**config.mk**
```make
export PLATFORM = sky130hd
export DESIGN_NAME = tag_multicaster
export DESIGN_NICKNAME = d
export VERILOG_FILES = /design/src/rtl/mcast_pkg.sv /design/src/rtl/mcast_fifo.sv /design/src/rtl/tag_multicaster.sv
export SDC_FILE = /design/constraint.sdc
export NUM_CORES = 1
export LEC_CHECK = 0
export CAP_MARGIN = 20
export CORE_MARGIN = 5
export CORE_UTILIZATION = 41
export CTS_CLUSTER_SIZE = 12
export DETAILED_ROUTE_END_ITERATION = 16
export PLACE_DENSITY_LB_ADDON = 0.1
export SLEW_MARGIN = 20
export SYNTH_ARGS = -nofsm -noshare
export SYNTH_HDL_FRONTEND = slang
export SYNTH_SLANG_ARGS = --single-unit
```
**constraint.sdc**
```tcl
create_clock -name clk -period 5.8 [get_ports clk]
set_clock_uncertainty 0.1 [all_clocks]
set_input_delay 1.74 -clock clk [delete_from_list [all_inputs] [get_ports clk]]
set_output_delay 1.74 -clock clk [all_outputs]
set_load 0.02 [all_outputs]
```
**src/rtl/mcast_pkg.sv**
```systemverilog
// ============================================================================
// Module  : mcast_pkg
// Brief   : Shared FSM state type and width helpers for the tag multicaster.
// Revision: 1.0 - initial release
// ============================================================================
`default_nettype none

package mcast_pkg;

    typedef enum logic [1:0] {
        IDLE   = 2'd0,
        STREAM = 2'd1,
        DRAIN  = 2'd2
    } mcast_state_e;

    localparam int c_kernel_w = 8;
    localparam int c_stall_w  = 16;

    // A single-endpoint bus still needs a 1-bit tag.
    function automatic int mcast_id_w(input int num_col);
        return (num_col > 1) ? $clog2(num_col) : 1;
    endfunction

    function automatic int mcast_psum_w(input int data_w);
        return 2 * data_w;
    endfunction

endpackage

`default_nettype wire

```
**src/rtl/mcast_fifo.sv**
```systemverilog
// ============================================================================
// Module  : mcast_fifo
// Brief   : Synchronous FIFO with registered storage and 0-cycle head read.
// Revision: 1.0 - initial release
// ============================================================================
`default_nettype none

module mcast_fifo #(
    parameter int WIDTH = 64,
    parameter int DEPTH = 2
) (
    input  logic             clk,
    input  logic             rst,
    input  logic             flush,
    input  logic             push,
    input  logic             pop,
    input  logic [WIDTH-1:0] wdata,
    output logic [WIDTH-1:0] rdata,
    output logic             full,
    output logic             empty
);

    localparam int             c_aw    = $clog2(DEPTH);
    localparam logic [c_aw:0]  c_depth = (c_aw + 1)'(DEPTH);

    logic [WIDTH-1:0] r_mem [DEPTH];
    logic [c_aw-1:0]  r_wr_ptr;
    logic [c_aw-1:0]  r_rd_ptr;
    logic [c_aw:0]    r_count;
    logic             w_push;
    logic             w_pop;

    assign full   = (r_count == c_depth);
    assign empty  = (r_count == '0);
    assign w_push = push && !full && !flush;
    assign w_pop  = pop && !empty && !flush;
    assign rdata  = r_mem[r_rd_ptr];

    always_ff @(posedge clk) begin
        if (w_push) begin
            r_mem[r_wr_ptr] <= wdata;
        end
    end

    // DEPTH is a power of two, so pointers wrap naturally.
    always_ff @(posedge clk) begin
        if (rst || flush) begin
            r_wr_ptr <= '0;
            r_rd_ptr <= '0;
            r_count  <= '0;
        end else begin
            if (w_push) begin
                r_wr_ptr <= r_wr_ptr + 1'b1;
            end
            if (w_pop) begin
                r_rd_ptr <= r_rd_ptr + 1'b1;
            end
            case ({w_push, w_pop})
                2'b10:   r_count <= r_count + 1'b1;
                2'b01:   r_count <= r_count - 1'b1;
                default: r_count <= r_count;
            endcase
        end
    end

endmodule

`default_nettype wire

```
**src/rtl/tag_multicaster.sv**
```systemverilog
// ============================================================================
// Module  : tag_multicaster
// Brief   : Per-PE multicast endpoint: tag-filtered bus beats into a FIFO
//           toward the PE, PE psums back to the bus, one window per pass.
//           Optional MCAST_STALL_CNT_EN builds a saturating stall counter.
// Revision: 1.0 - initial release
// ============================================================================
`default_nettype none

module tag_multicaster
    import mcast_pkg::*;
#(
    parameter  int DATA_WIDTH = 16,
    parameter  int NUM_COL    = 4,
    parameter  int FIFO_DEPTH = 2,
    localparam int ID_W       = mcast_id_w(NUM_COL),
    localparam int PSUM_W     = mcast_psum_w(DATA_WIDTH)
) (
    input  logic                  clk,
    input  logic                  rst,
    input  logic [ID_W-1:0]       cfg_id,
    input  logic [c_kernel_w-1:0] kernel_size,
    input  logic                  flush,
    input  logic                  bus_valid,
    output logic                  bus_ready,
    input  logic [ID_W-1:0]       bus_tag,
    input  logic [DATA_WIDTH-1:0] bus_ifmap,
    input  logic [DATA_WIDTH-1:0] bus_fltr,
    input  logic [PSUM_W-1:0]     bus_psum,
    output logic                  pe_en,
    output logic                  pe_valid,
    input  logic                  pe_ready,
    output logic [DATA_WIDTH-1:0] pe_ifmap,
    output logic [DATA_WIDTH-1:0] pe_fltr,
    output logic [PSUM_W-1:0]     pe_psum,
    output logic [c_kernel_w-1:0] pe_kernel_size,
    input  logic                  ret_valid,
    output logic                  ret_ready,
    input  logic [PSUM_W-1:0]     ret_psum,
    output logic                  out_valid,
    input  logic                  out_ready,
    output logic [PSUM_W-1:0]     out_psum,
    output logic [ID_W-1:0]       out_tag,
    output logic                  window_done,
    output logic [c_stall_w-1:0]  stall_cnt
);

    localparam int c_beat_w = 4 * DATA_WIDTH;

    mcast_state_e          r_state;
    mcast_state_e          w_state_nxt;
    logic [c_kernel_w-1:0] r_cnt;
    logic [c_kernel_w-1:0] w_cnt_nxt;
    logic [c_kernel_w-1:0] r_kernel;
    logic [c_kernel_w-1:0] w_kernel_nxt;
    logic                  w_done_nxt;
    logic                  r_pe_en;
    logic                  r_window_done;
    logic                  r_out_valid;
    logic [PSUM_W-1:0]     r_out_psum;
    logic                  w_match;
    logic                  w_bus_ready;
    logic                  w_push;
    logic                  w_pop;
    logic                  w_full;
    logic                  w_empty;
    logic                  w_ret_ready;
    logic [c_beat_w-1:0]   w_head;

    // Non-matching beats are always taken (dropped) so endpoints can AND readies.
    assign w_match     = bus_valid && (bus_tag == cfg_id);
    assign w_bus_ready = !w_match || ((r_state != DRAIN) && !w_full);
    assign w_push      = w_match && w_bus_ready;
    assign w_pop       = !w_empty && pe_ready;
    assign w_ret_ready = !r_out_valid || out_ready;

    mcast_fifo #(
        .WIDTH (c_beat_w),
        .DEPTH (FIFO_DEPTH)
    ) u_fifo (
        .clk   (clk),
        .rst   (rst),
        .flush (flush),
        .push  (w_push),
        .pop   (w_pop),
        .wdata ({bus_ifmap, bus_fltr, bus_psum}),
        .rdata (w_head),
        .full  (w_full),
        .empty (w_empty)
    );

    always_comb begin
        w_state_nxt  = r_state;
        w_cnt_nxt    = r_cnt;
        w_kernel_nxt = r_kernel;
        w_done_nxt   = 1'b0;
        case (r_state)
            IDLE: begin
                if (w_push) begin
                    w_kernel_nxt = kernel_size;
                    w_cnt_nxt    = c_kernel_w'(1);
                    w_state_nxt  = (kernel_size == c_kernel_w'(1)) ? DRAIN : STREAM;
                end
            end
            STREAM: begin
                // A zero kernel never closes; only flush leaves STREAM.
                if (w_push) begin
                    w_cnt_nxt = r_cnt + 1'b1;
                    if ((r_kernel != '0) && (w_cnt_nxt == r_kernel)) begin
                        w_state_nxt = DRAIN;
                    end
                end
            end
            DRAIN: begin
                if (w_empty && !r_out_valid) begin
                    w_state_nxt = IDLE;
                    w_done_nxt  = 1'b1;
                end
            end
            default: begin
                w_state_nxt = IDLE;
            end
        endcase
    end

    always_ff @(posedge clk) begin
        if (rst || flush) begin
            r_state       <= IDLE;
            r_cnt         <= '0;
            r_kernel      <= '0;
            r_pe_en       <= 1'b0;
            r_window_done <= 1'b0;
        end else begin
            r_state       <= w_state_nxt;
            r_cnt         <= w_cnt_nxt;
            r_kernel      <= w_kernel_nxt;
            r_pe_en       <= (w_state_nxt != IDLE);
            r_window_done <= w_done_nxt;
        end
    end

    always_ff @(posedge clk) begin
        if (rst || flush) begin
            r_out_valid <= 1'b0;
            r_out_psum  <= '0;
        end else if (ret_valid && w_ret_ready) begin
            r_out_valid <= 1'b1;
            r_out_psum  <= ret_psum;
        end else if (out_ready) begin
            r_out_valid <= 1'b0;
        end
    end

`ifdef MCAST_STALL_CNT_EN
    logic [c_stall_w-1:0] r_stall_cnt;

    always_ff @(posedge clk) begin
        if (rst || flush) begin
            r_stall_cnt <= '0;
        end else if (w_match && !w_bus_ready && (r_stall_cnt != '1)) begin
            r_stall_cnt <= r_stall_cnt + 1'b1;
        end
    end

    assign stall_cnt = r_stall_cnt;
`else
    assign stall_cnt = '0;
`endif

    assign bus_ready      = w_bus_ready;
    assign ret_ready      = w_ret_ready;
    assign pe_valid       = !w_empty;
    assign {pe_ifmap, pe_fltr, pe_psum} = w_head;
    assign pe_en          = r_pe_en;
    assign pe_kernel_size = r_kernel;
    assign out_valid      = r_out_valid;
    assign out_psum       = r_out_psum;
    assign out_tag        = cfg_id;
    assign window_done    = r_window_done;

endmodule

`default_nettype wire
```
==> flow_metrics.py <==
metrics = {
    "cts": {
        "cts_tree": "yes",
        "cts_setup_buffers": 0,
        "clk_pin_slew_ns": 0.06,
        "cts_hold_buf": 0,
        "clkLatencyLatePin_ns": 0.42,
        "h-tree-depth": 4,
        "cts_sinks": 186,
        "cts_buffers": 17,
        "clk_path_buf_depth": 2,
        "post_cts_resized": 0,
        "root_buffer": "clkbuf_16",
    },
    "die": {
        "ios": 243,
        "num_rows": 48,
        "core_area_um2": 17400,
        "start_util_pct": 41.8,
        "die_area_um2": 20500,
        "die-width_um": 143,
        "chipHeight_um": 143,
    },
    "detailed_routing": {
        "vias": 4852,
        "ant_nets": 0,
        "dr.first_iter.drc_count": 206,
        "wl_um": 17100,
        "drcViolationCount": 0,
        "wl_per_cell_um": 17.2,
        "viasPerCell": 4.88,
        "first_pass_iters": 4,
    },
    "yosys": {
        "synth_xor_area_share_pct": 1.57,
        "yosys.area_share.simple_pct": 8.98,
        "postSynth.asyncResetShare_pct": 0,
        "mappedNetlistArea_um2": 7260,
        "ys_types": 48,
        "syn_inst": 535,
        "synth_flop_cell": "edfxtp_1",
        "synthMuxAreaShare_pct": 10.1,
        "ys_ff_latch": 186,
        "synth_fa_ha_area_share_pct": 0.345,
        "synth_top_area_cell": "edfxtp_1",
        "seq_area_frac_synth_pct": 69.0,
        "ys_warn_count": 0,
        "synth_top_family_by_area": "multiplexers",
        "synthTopCellsByArea": "edfxtp_1 (53%), dfxtp_1 (16%), mux2_2 (9.9%), nand2_1 (4.5%), a21oi_1 (3.4%)",
        "yosysTopAreaCellShare_pct": 53.0,
        "synth_edf_count": 128,
        "synth_compound_area_share_pct": 6.07,
        "syn_avg_cell_area_um2": 13.6,
    },
    "critical_path": {
        "path_common_cell": "clkdlybuf4s50_1",
        "worstPathCellList": "clkdlybuf4s50_1, xnor2_1, nand3_1, nand2b_1, clkdlybuf4s50_1",
        "start_kind": "input port",
        "end_kind": "primary output",
        "cp_data_required_time_ns": 3.96,
        "slowest_stage": "clkdlybuf4s50_1",
        "cp.buffers_inverters": 2,
        "cp_data_arrival_time_ns": 3.43,
        "crit_path_max_incr_delay_ns": 0.58,
        "cp_max_fo": 5,
        "worstSetupPathType": "in2out",
        "critPathTopFamily": "buffers and inverters",
    },
    "power": {
        "leakagePower_nw": 3.49,
        "swShare_pct": 20.9,
        "finalPower_mw": 2.89,
        "p_clk_share_pct": 41.8,
        "p_int_mw": 2.29,
        "combPwrFrac_pct": 8.1,
        "power_switching_mw": 0.606,
        "p_per_area_nw_per_um2": 281,
        "peakVddDrop_uv": 217,
        "seq_power_share_pct": 50.1,
    },
    "final_layout": {
        "synthToLayoutAreaGrowth_pct": 41.9,
        "finalNetCount": 874,
        "post-route-util_pct": 59.3,
        "final_common_cell": "clkdlybuf4s50_1",
        "mostFrequentLayoutCells": "clkdlybuf4s50_1 (226), edfxtp_1 (128), nand2_1 (86)",
        "fill_cells": 1387,
        "stdcell_area_um2": 10300,
        "antennaDiodeCount": 0,
        "drive_gt1_share_pct": 14.9,
    },
    "sta": {
        "worst_slack_ns": 0.531,
        "hold_viol": 0,
        "worst_pin_slew_ns": 0.659,
        "post-route-period-util_pct": 90.9,
        "fmax_mhz": 190,
        "slew_headroom_pct": 56.1,
        "setup_viol": 0,
        "rsz0062_at_grt": "false",
        "min_period_ns": 5.27,
        "drv_slew": 0,
        "finalSetupTns_ns": 0,
    },
    "placement": {
        "place_ws_ns": 0.540,
        "gp_congestion": 0.798,
        "port_buffers": 226,
        "place_area_um2": 9650,
        "place_hpwl_um": 11800,
    },
    "grt": {
        "grt_pass1_vias": 5007,
        "grt_pass1_wl_um": 26400,
        "grt.overflow.total": 0,
        "grt_max_degree": 60,
        "groute.usage.overall_pct": 16.7,
        "antenna_found_initial": 1,
    },
    "flow_run": {
        "maxCapViolations": 0,
    },
    "worst_hold_path": {
        "hold_path_class": "reg2reg",
    },
    "outcome": {
        "outcome": "finished clean",
    },
}
[per-layer routing]
| metal | track usage (%) | part of all wire, % |
|---|---|---|
| met4 | 5.35 | 1.4 |
| met1 | 20.2 | 40 |
| met3 | 6.70 | 9.6 |
| met2 | 27.4 | 48 |
| met5 | 0 | 0.076 |
[power groups by stage]
stage | Combinational, mW | Sequential [mW] | Clock [mW]
4_1_cts | 0.237 | 1.45 | 1.24
3_5_place_dp | 0.235 | 1.48 | 0
3_3_place_gp | 0.232 | 1.48 | 0
6_report | 0.235 | 1.45 | 1.21
5_1_grt | 0.252 | 1.45 | 1.30
2_1_floorplan | 0.0944 | 1.49 | 0
[logic make-up (layout without fill, tap and decap cells)]
family          after synthesis  count (layout)
compound gates               78              78
fa+ha+maj                     2               2
flops                       186             186
xor+xnor                     13              13
other cells                   1              16
mux                          65              65
simple gates                142             142
buf+inv                      48             268
[cells in the mapped netlist, types with 3 or more instances]
cell type / count
nor2_1: 19
a22oi_1: 3
nand2b_1: 3
nand2_1: 87
nor4_1: 3
a21oi_1: 50
mux2_2: 64
clkbuf_1: 19
or3_1: 4
xor2_1: 6
inv_1: 5
dfxtp_1: 58
edfxtp_1: 128
nand3b_1: 3
xnor2_1: 7
buf_4: 18
nand3_1: 7
o21ai_0: 11
[area by class of cell]
| class | instances | area [µm²] | area share (%) |
|---|---|---|---|
| flip-flops and latches | 186 | 5010 | 48.6 |
| clock inverters | 10 | 110 | 1.07 |
| multi-input cells | 316 | 2050 | 19.9 |
| inverters | 5 | 18.8 | 0.182 |
| well taps | 225 | 282 | 2.73 |
| repair buffers | 231 | 2300 | 22.3 |
| clock buffers | 22 | 529 | 5.14 |
[flip-flops by register name (all words and copies together) (netlist names), named ones only]
name / flops
r_cnt: 8
u_fifo.r_rd_ptr: 1
window_done: 1
u_fifo.r_mem: 128
pe_kernel_size: 8
out_valid: 1
out_psum: 32
r_state: 2
u_fifo.r_count: 2
u_fifo.r_wr_ptr: 1
pe_en: 1
[path summary, 6_finish.rpt]
check	start	endpoint	slack (ns)	cells after the start
worst max-delay path	cfg_id[0]	bus_ready	0.53	5
worst min-delay path	out_psum[20]	out_psum[20]	0.35	2
worst max register to register	r_state[0]	u_fifo.r_mem[1][47]	3.07	5
worst min register to register	out_psum[20]	out_psum[20]	0.35	2
[worst reg2reg max path, stage by stage (launching register included)]
cell	delay, ns
dfxtp_1	0.71
inv_1	0.29
a21o_1	0.26
or3_1	0.43
nor2_4	0.13
buf_4	0.42
[per-stage QoR]
stage	hold WS [ns]	std cells
floorplan	0.362	550
global placement	0.343	963
detailed placement	0.346	963
CTS	0.355	995
global route	0.372	995
finish	0.355	995
Power figures use the tool's default switching activity.
==> variant: new RTL, same flow settings <==
`c_stall_w`: 16 -> 32.
--- a/src/rtl/mcast_pkg.sv
+++ b/src/rtl/mcast_pkg.sv
@@ -14,7 +14,7 @@
     } mcast_state_e;
 
     localparam int c_kernel_w = 8;
-    localparam int c_stall_w  = 16;
+    localparam int c_stall_w  = 32;
 
     // A single-endpoint bus still needs a 1-bit tag.
     function automatic int mcast_id_w(input int num_col);
Interface: changed (resized stall_cnt); port bits go from 243 to 259. The function was not compared with the original's and may differ.
==> variant against the original RTL <==
Sequential cell count unchanged. Critical path type unchanged. Largest cell class unchanged. Cell area is essentially flat. Register-to-register slack lost 340 ps. Wire length is 0.92% higher. Total power fell by 3.1%. First-iteration DRC count fell by 1.5%. Hold slack worse by 1.8 ps. Critical path depth unchanged. Synthesized area grew 1.7%. Sequential share of layout area barely moved. Global-route usage is 0.41 points lower. Worst setup slack improved by 40 ps.
==> variant: results (changes against the original RTL) <==
Synth
  • Avg Inst Size Synth: 13.4 µm² (was 13.6 µm²)

Pwr
  • Total power: 2800 µW (was 2890 µW)
  • PD cells: 272 mW/mm² (was 281 mW/mm²)
  • Leakage power: 0.00352 µW (was 0.00349 µW)
  • Clk pwr: 1110 µW (was 1210 µW)
  • Peak VDD IR: 0.207 mV (was 0.217 mV)
  • Comb pwr: 243 µW (was 235 µW)

Placement
  • Worst slack, placed: 551 ps (was 540 ps)
  • Cell Area, Placed: 0.00972 mm² (was 0.00965 mm²)
  • GPL Wtd Cong: 0.834 (was 0.798)

Global routing
  • Met2 usage: 27.3% (was 27.4%)
  • GRT Total Usage: 16.3% (was 16.7%)
  • GRT met3 Usage: 5.72% (was 6.70%)
  • Vias in the first global route: 4,985 (was 5,007)
  • Antenna violations before repair: 0 (was 1)
  • First-pass GRT wire length: 26,200 µm (was 26,400 µm)

Drt
  • Met3 wire len: 1690 µm (was 1640 µm)
  • Vias per inst: 4.84 (was 4.88)
  • Wl on met1: 6770 µm (was 6930 µm)
  • Max Used Layer: met4 (was met5)

Cells and area
  • Fraction of cell area in non-clock buffers: 22.4% (was 22.3%)
  • Clock network area share: 5.55% (was 6.21%)
  • Clock buffer count in the final layout: 24 (was 22)
  • Fill cell count: 1,457 (was 1,387)

Critical path
  • R2r endpoint: u_fifo.r_mem[0][19] (was u_fifo.r_mem[1][47])

Hold path
  • Hold endpoint: out_psum[21] (was out_psum[20])
  • Hold Path Origin: out_psum[21] (was out_psum[20])

Status
  • Status: finished clean (unchanged)

STA
  • Final Cycle Share: 90.2% (was 90.9%)
  • Min Hold Slack: 353 ps (was 355 ps)
-- variant: critical path: stages --
cell	delay, ps
clkdlybuf4s50_1	500
xnor2_1	120
nand3_1	240
nand2b_1	230
clkdlybuf4s50_1	560
-- variant: logic make-up after synthesis --
| family | count (synthesis) | share of synthesized area, % |
|---|---|---|
| mux | 65 | 9.97 |
| compound gates | 78 | 5.97 |
| simple gates | 142 | 8.84 |
| other cells | 1 | 0.0508 |
| flops | 186 | 67.9 |
| xor+xnor | 13 | 1.54 |
| fa+ha+maj | 2 | 0.339 |
| buf+inv | 64 | 5.43 |
-- variant: worst max path at each step --
stage,from,end,slack [ps],depth (start not counted)
3_5_place_dp,cfg_id[1],bus_ready,550,5
2_1_floorplan,cfg_id[0],u_fifo.r_mem[0][0],50,4
5_1_grt,cfg_id[1],bus_ready,480,5
6_report,cfg_id[1],bus_ready,570,5
3_3_place_gp,cfg_id[1],bus_ready,540,5
4_1_cts,cfg_id[1],bus_ready,530,5
